$ cat config.mk
export PLATFORM = sky130hd
export DESIGN_NAME = ascii_case_converter
export DESIGN_NICKNAME = d
export VERILOG_FILES = /design/src/rtl/ascii_case_converter.sv
export SDC_FILE = /design/constraint.sdc
export NUM_CORES = 1
export LEC_CHECK = 0
export CAP_MARGIN = 20
export CORE_MARGIN = 2
export CORE_UTILIZATION = 47
export DETAILED_ROUTE_END_ITERATION = 10
export GPL_ROUTABILITY_DRIVEN = 1
export PLACE_DENSITY = 0.71
export SYNTH_ARGS = -nofsm -noshare
export SYNTH_HDL_FRONTEND = slang
export SYNTH_SLANG_ARGS = --single-unit
$ cat constraint.sdc
create_clock -name clk -period 3 [get_ports clk]
set_input_delay 0.45 -clock clk [delete_from_list [all_inputs] [get_ports clk]]
set_output_delay 0.45 -clock clk [all_outputs]
set_load 0.02 [all_outputs]
$ cat src/rtl/ascii_case_converter.sv
// ---------------------------------------------------------------------------
// ascii_case_converter
//
// Streaming ASCII case converter. Each accepted beat carries LANES bytes. Each
// byte is converted with the mode sampled at acceptance, and the result is
// written into a DEPTH-entry FIFO on that same edge. A running counter
// accumulates how many bytes were actually changed.
//
// Ports
//   clk          sole clock, rising edge
//   rst_n        asynchronous active-low reset
//   mode[1:0]    00 pass, 01 to-upper, 10 to-lower, 11 toggle case
//   in_valid     upstream beat present
//   in_ready     FIFO has room (registered state only, no path from out_ready)
//   in_data      LANES bytes, lane k at [8k+7:8k]
//   out_valid    FIFO not empty
//   out_ready    downstream consumes head beat
//   out_data     head beat of FIFO (zero while empty)
//   conv_count   running count of changed bytes, wraps modulo 2^CNT_W
//   clr_count    synchronous clear; the beat accepted on that edge still adds
// ---------------------------------------------------------------------------
module ascii_case_converter #(
    parameter int LANES = 1,
    parameter int DEPTH = 4,
    parameter int CNT_W = 16
) (
    input  logic                 clk,
    input  logic                 rst_n,
    input  logic [1:0]           mode,
    input  logic                 in_valid,
    output logic                 in_ready,
    input  logic [8*LANES-1:0]   in_data,
    output logic                 out_valid,
    input  logic                 out_ready,
    output logic [8*LANES-1:0]   out_data,
    output logic [CNT_W-1:0]     conv_count,
    input  logic                 clr_count
);

    localparam int AW = (DEPTH > 1) ? $clog2(DEPTH) : 1;
    localparam int CW = AW + 1;
    localparam logic [CW-1:0] FULL_CNT = CW'(DEPTH);

    localparam logic [1:0] MODE_PASS  = 2'b00;
    localparam logic [1:0] MODE_UPPER = 2'b01;
    localparam logic [1:0] MODE_LOWER = 2'b10;
    localparam logic [1:0] MODE_TOGGLE = 2'b11;

    // Letter ranges differ only in bit 5, so every conversion is a flip of
    // bit 5 on bytes that fall inside the range the mode acts on.
    function automatic logic [7:0] conv_byte(input logic [7:0] c, input logic [1:0] m);
        logic is_lower;
        logic is_upper;
        logic flip;
        is_lower = (c >= 8'h61) && (c <= 8'h7A);
        is_upper = (c >= 8'h41) && (c <= 8'h5A);
        case (m)
            MODE_UPPER:  flip = is_lower;
            MODE_LOWER:  flip = is_upper;
            MODE_TOGGLE: flip = is_lower || is_upper;
            default:     flip = 1'b0;
        endcase
        return c ^ {2'b00, flip, 5'b00000};
    endfunction

    logic [8*LANES-1:0] conv_data;
    logic [LANES-1:0]   lane_chg;
    logic [CNT_W-1:0]   chg_cnt;

    logic [8*LANES-1:0] mem [DEPTH];
    logic [AW-1:0]      wr_ptr;
    logic [AW-1:0]      rd_ptr;
    logic [CW-1:0]      count;
    logic               started;
    logic               push;
    logic               pop;
    logic               full;

    always_comb begin
        conv_data = '0;
        lane_chg  = '0;
        for (int k = 0; k < LANES; k++) begin
            conv_data[8*k +: 8] = conv_byte(in_data[8*k +: 8], mode);
            lane_chg[k]         = (conv_data[8*k +: 8] != in_data[8*k +: 8]);
        end
    end

    always_comb begin
        chg_cnt = '0;
        for (int k = 0; k < LANES; k++) begin
            if (lane_chg[k]) begin
                chg_cnt = chg_cnt + CNT_W'(1);
            end
        end
    end

    // in_ready is held low until the first edge after reset release.
    assign full      = (count == FULL_CNT);
    assign in_ready  = started && !full;
    assign out_valid = (count != '0);
    assign push      = in_valid && in_ready;
    assign pop       = out_valid && out_ready;

    // Storage is not reset; the read side is gated so a cleared FIFO shows 0.
    assign out_data  = out_valid ? mem[rd_ptr] : '0;

    always_ff @(posedge clk) begin
        if (push) begin
            mem[wr_ptr] <= conv_data;
        end
    end

    always_ff @(posedge clk or negedge rst_n) begin
        if (!rst_n) begin
            started <= 1'b0;
            wr_ptr  <= '0;
            rd_ptr  <= '0;
            count   <= '0;
        end else begin
            started <= 1'b1;
            if (push) begin
                wr_ptr <= wr_ptr + AW'(1);
            end
            if (pop) begin
                rd_ptr <= rd_ptr + AW'(1);
            end
            case ({push, pop})
                2'b10:   count <= count + CW'(1);
                2'b01:   count <= count - CW'(1);
                default: count <= count;
            endcase
        end
    end

    always_ff @(posedge clk or negedge rst_n) begin
        if (!rst_n) begin
            conv_count <= '0;
        end else begin
            conv_count <= (clr_count ? '0 : conv_count) + (push ? chg_cnt : '0);
        end
    end

endmodule

Word-level counts from Yosys, hierarchy flattened

Memory sizes are Yosys's and may differ from the RTL's.
Index checks and enable logic that the tools add are counted.

Output and inout bits: 26
Register bits after elaboration: 24
Logic and storage cells: 40
Memory bits (writable): 32
Memories kept: 1
Bits of input ports: 15

Memory list:

| memory | depth | width | rd ports | clocked after memory_dff | write ports | RTL line | text |
|---|---|---|---|---|---|---|---|
| mem    | 4     | 8     | 1        | 0                        | 1           | 70       | `logic [8*LANES-1:0] mem [DEPTH];` |

Multiplexer cells: 8
Bitwise logic cells: 1
$add $sub $neg: 5
Reduce and logical (&&, ||, !) cells: 9
Order comparisons: 4
Equality and inequality tests: 7

Operators with widths:

| cell                                                            | count |
|---|---|
| 2-to-1 mux 16 bit                                               | 2 |
| adder 16 bit                                                    | 1 |
| >= comparator 8 x 7 -> 1 bit (second input constant)            | 2 |
| less-or-equal comparator 8 x 7 -> 1 bit (second input constant) | 2 |
| 2-to-1 mux 8 bit                                                | 1 |
| != test 8 bit                                                   | 1 |
| bitwise XOR 8 x 6 -> 8 bit                                      | 1 |
| == test 2 bit (second input constant)                           | 3 |
| one-hot mux 3 bit (2 select lines)                              | 1 |
| logical AND 1 bit                                               | 5 |
| adder 2 x 1 -> 2 bit (second input constant)                    | 2 |
| == test 2 x 1 -> 1 bit (second input constant)                  | 2 |
| adder 3 x 1 -> 3 bit (second input constant)                    | 1 |
| == test 3 bit (second input constant)                           | 1 |
| 2-to-1 mux 1 bit                                                | 3 |
| one-hot mux 1 bit (3 select lines)                              | 1 |
| nonzero test 3 bit                                              | 1 |
| subtractor 3 x 1 -> 3 bit (second input constant)               | 1 |
| nonzero test 2 bit                                              | 1 |
| logical NOT 1 bit                                               | 1 |
| logical OR 1 bit                                                | 1 |

Longest topological paths before layout

Word-level depth: 9
Gate-level depth with buffers: 9

Worst setup path after synthesis

No wires, ideal clock.

Path kind: input-to-reg
Start point: input in_valid
End point: register conv_count[12]
Data required time: 2.872 ns
Data arrival time: 2.098 ns
Path slack: 0.774 ns
Stages: 8
Buffers on the path: 0
Path through: o311a_1 inv_1 nor3_1 ha_1 ha_1 inv_1 nor4_2 mux2_1

Word-level cells in the longest chain between the ends: 3

Ends and longest elaborated chain:

| element              | RTL line | text |
|---|---|---|
| start, declared      | 30       | `input logic in_valid,` |
| logical AND 1 bit    | 101      | `assign push = in_valid && in_ready;` |
| 2-to-1 mux 16 bit    | 139      | `conv_count <= (clr_count ? '0 : conv_count) + (push ? chg_cnt : '0);` |
| adder 16 bit         | 139      |  |
| end signal, assigned | 139      |  |
| end, declared        | 36       | `output logic [CNT_W-1:0] conv_count,` |

Every way passes these cells.
A chain may end at the register's enable or synchronous reset.

Worst setup path in the final report

Start point: register rd_ptr[0]
End point: output out_data[0]

Word-level cells in the longest chain between the ends: 2

Ends and longest elaborated chain:

| element                 | RTL line | text |
|---|---|---|
| start, declared         | 72       | `logic [AW-1:0] rd_ptr;` |
| start signal, assigned  | 125      | `rd_ptr <= rd_ptr + AW'(1);` |
| memory read (4 x 8 bit) | -        |  |
| 2-to-1 mux 8 bit        | 105      | `assign out_data = out_valid ? mem[rd_ptr] : '0;` |
| end, declared           | 35       | `output logic [8*LANES-1:0] out_data,` |

Every way passes these cells.

==> reports/results.txt <==
maximum vdd drop: 0.000353 V
gp weighted congestion: 0.768
Most used DFF post-synth: edfxtp_1
slack of the worst reg-to-reg path: 0.59 ns
Synth Register Bits: 56
synthesized net count: 210
FP Rows: 27
capturing point of the worst reg2reg path: conv_count[12]
DP Area: 3150 um^2
CP top delay family: buffers and inverters
Hold Crit Class: input pin to async pin
post-synth cell types: 39
PwrDens: 668 nW/um^2
Worst R2R Start: count[2]
Die W: 78.8 um
Clock Skew: 0.00724 ns
crit share post-route: 91.4%
# DRC: 0
Warnings, synthesis: 0
antenna diode count: 0
share of layout cells above drive strength 1: 14.3%
multi-input logic area: 993 um^2
Reg2Reg Depth: 9
net switching power: 0.675 mW
port bufs: 40
MaxCap Viol Count: 0
post-synth top area share: 36.5%
Cells after Synth: 187
Slew @ Worst Pin: 0.699 ns
final setup violation count: 0
GRT Overall Usage: 17.5%
worst hold margin: 0.487 ns
CP bufs+invs: 2
Cell Area, Synth: 2630 um^2
CTS resizes: 0
Req. time, crit path: 2.55 ns
Hold Vio Cnt, Final: 0
vias in the first global route: 1664
Pre-Repair DR Iteration Count: 4
post-route ant nets: 0
core area: 5470 um^2
drt initial violations: 67
clk root buf: clkbuf_8
final setup TNS: 0 ns
Worst-path clk slew: 0.10 ns
die extent in y: 78.8 um
clk_lat worst skew: 0.31 ns
syn_area_per_cell: 14.1 um^2
data arrival time of the critical path: 2.29 ns
htree depth: 2
fin crit period: 2.74 ns
Starting Density: 48.1%
Int Power: 1.49 mW
number of buffers created by CTS: 5
Sequential cell area: 1560 um^2
worst setup path start: rd_ptr[0]
Nets: 259
cell type with the largest total area after synthesis: edfxtp_1
Fillers: 445
CP max stage cell: dfrtp_1
Lkg Pwr: 1.24 nW
final instance area: 3240 um^2
DP Wirelength: 3560 um
Area contributors post-synth: edfxtp_1, dfrtp_1, mux4_2
CP Max Fanout: 6
DR vias: 1623
io pins: 41
Gate power share: 34.5%
number of post-CTS setup repair buffers: 0
CTS tree: yes
first-pass GRT wire length: 8270 um
Worst Setup Slack, final: 0.258 ns
share of flip-flops with an asynchronous set or reset: 42.9%
Seq pwr share: 46.5%
crit start category: register
Clk pwr share: 18.9%
crit-path max cell delay: 0.55 ns
RSZ-0062 raised after global routing: false
hold-fix buffers at CTS: 0
GRT overflow: 0
antenna violations before repair: 0
pre-CTS setup slack: 0.0737 ns
Final Max Slew Viols: 0
routed len/inst: 16.2 um
die area: 6210 um^2
Critical Path End: out_data[0]
Fmax: 0.365 GHz
Post-Route WL: 4990 um
Slew HR: 52.8%
sequential element share of the synthesized area: 59.3%
Post-synth EDFFs: 32
switching share of total power: 31.2%
Crit Path Class: register to output pin
status: finished clean
clk sinks: 56
Crit path depth: 4
largest net degree at the start of global routing: 25
area growth from synthesis to layout: 23.0%
Via-to-Cell Ratio: 5.25
Commonest cells post-synth: edfxtp_1, dfrtp_1, and2_1
most frequent cell after synthesis: edfxtp_1
CP Cell Sequence: buf_4 > mux4_2 > and2_1 > clkdlybuf4s50_1
Setup crit end kind: output pin
Max clock buf depth: 2
per-stage QoR:
step           cells  power (mW)  utilization [%]
2_1_floorplan    187        1.49                -
3_5_place_dp     301        1.78             57.6
6_report         309        2.16             59.1
4_1_cts          309        2.18             59.1
5_1_grt          309        2.28             59.1
3_3_place_gp     301        1.76             57.6
layout by cell type, fill, tap and decap left out, drive strengths merged, types with 2 or more instances in the layout:
| cell | count |
|---|---|
| and2 | 13 |
| buf | 8 |
| nor2b | 8 |
| nand3 | 8 |
| clkdlybuf4s50 | 40 |
| mux4 | 8 |
| nor3 | 2 |
| xnor2 | 5 |
| a21oi | 7 |
| o21ai | 2 |
| xor2 | 4 |
| dfrtp | 24 |
| clkinv | 2 |
| or3 | 4 |
| mux2 | 7 |
| ha | 7 |
| nor2 | 8 |
| inv | 13 |
| nand4 | 3 |
| or4 | 4 |
| o31ai | 4 |
| nand2 | 4 |
| clkbuf | 5 |
| nor4 | 5 |
| edfxtp | 32 |
sequential cells by signal, indices dropped and copies added, names as in the netlist:
name	cells
mem	32
wr_ptr	2
conv_count	16
count	3
started	1
rd_ptr	2
kinds of logic (layout without fill, tap and decap cells):
group | after synthesis | count (layout) | synth area share [%]
simple gates | 60 | 60 | 15.4
flops | 56 | 56 | 59.3
compound gates | 19 | 19 | 4.95
buf+inv | 18 | 68 | 2.90
mux | 16 | 16 | 10.2
xor+xnor | 9 | 9 | 3.00
fa+ha+maj | 8 | 8 | 4.09
other cells | 1 | 1 | 0.143
power groups by stage:
stage | Combinational (mW) | Clock [mW] | Sequential, mW
after floorplan | 0.524 | 0 | 0.968
after global placement | 0.742 | 0 | 1.02
after detailed placement | 0.757 | 0 | 1.03
after CTS | 0.759 | 0.416 | 1.01
after global routing | 0.812 | 0.445 | 1.02
final | 0.747 | 0.410 | 1.01
routing by layer:
layer | wire length, um | vias up | share of wire [%] | GRT usage, %
met3 | 223 | 6 | 4.5 | 3.52
met1 | 2180 | 793 | 44 | 22.0
met4 | 61 | 0 | 1.2 | 5.17
met5 | 0 | - | 0 | 0
met2 | 2530 | 39 | 51 | 30.9
li1 | - | 785 | - | -
worst min-delay path by stage:
stage              from             to  slack (ns)  depth (start not counted)
6_report          rst_n       count[2]        0.49                          2
5_1_grt           rst_n       count[0]        0.51                          2
4_1_cts           rst_n       count[2]        0.50                          2
3_5_place_dp   count[0]       count[0]        0.54                          1
3_3_place_gp   count[0]       count[0]        0.54                          1
2_1_floorplan     rst_n  conv_count[0]        0.15                          0
layout make-up:
cell class | instances | area share (%)
flip-flops and latches | 56 | 48.2
multi-input cells | 113 | 30.7
repair buffers | 48 | 14.2
well taps | 72 | 2.78
clock buffers | 5 | 2.13
inverters | 12 | 1.39
clock inverters | 3 | 0.541
(Power assumes the default switching activity.)
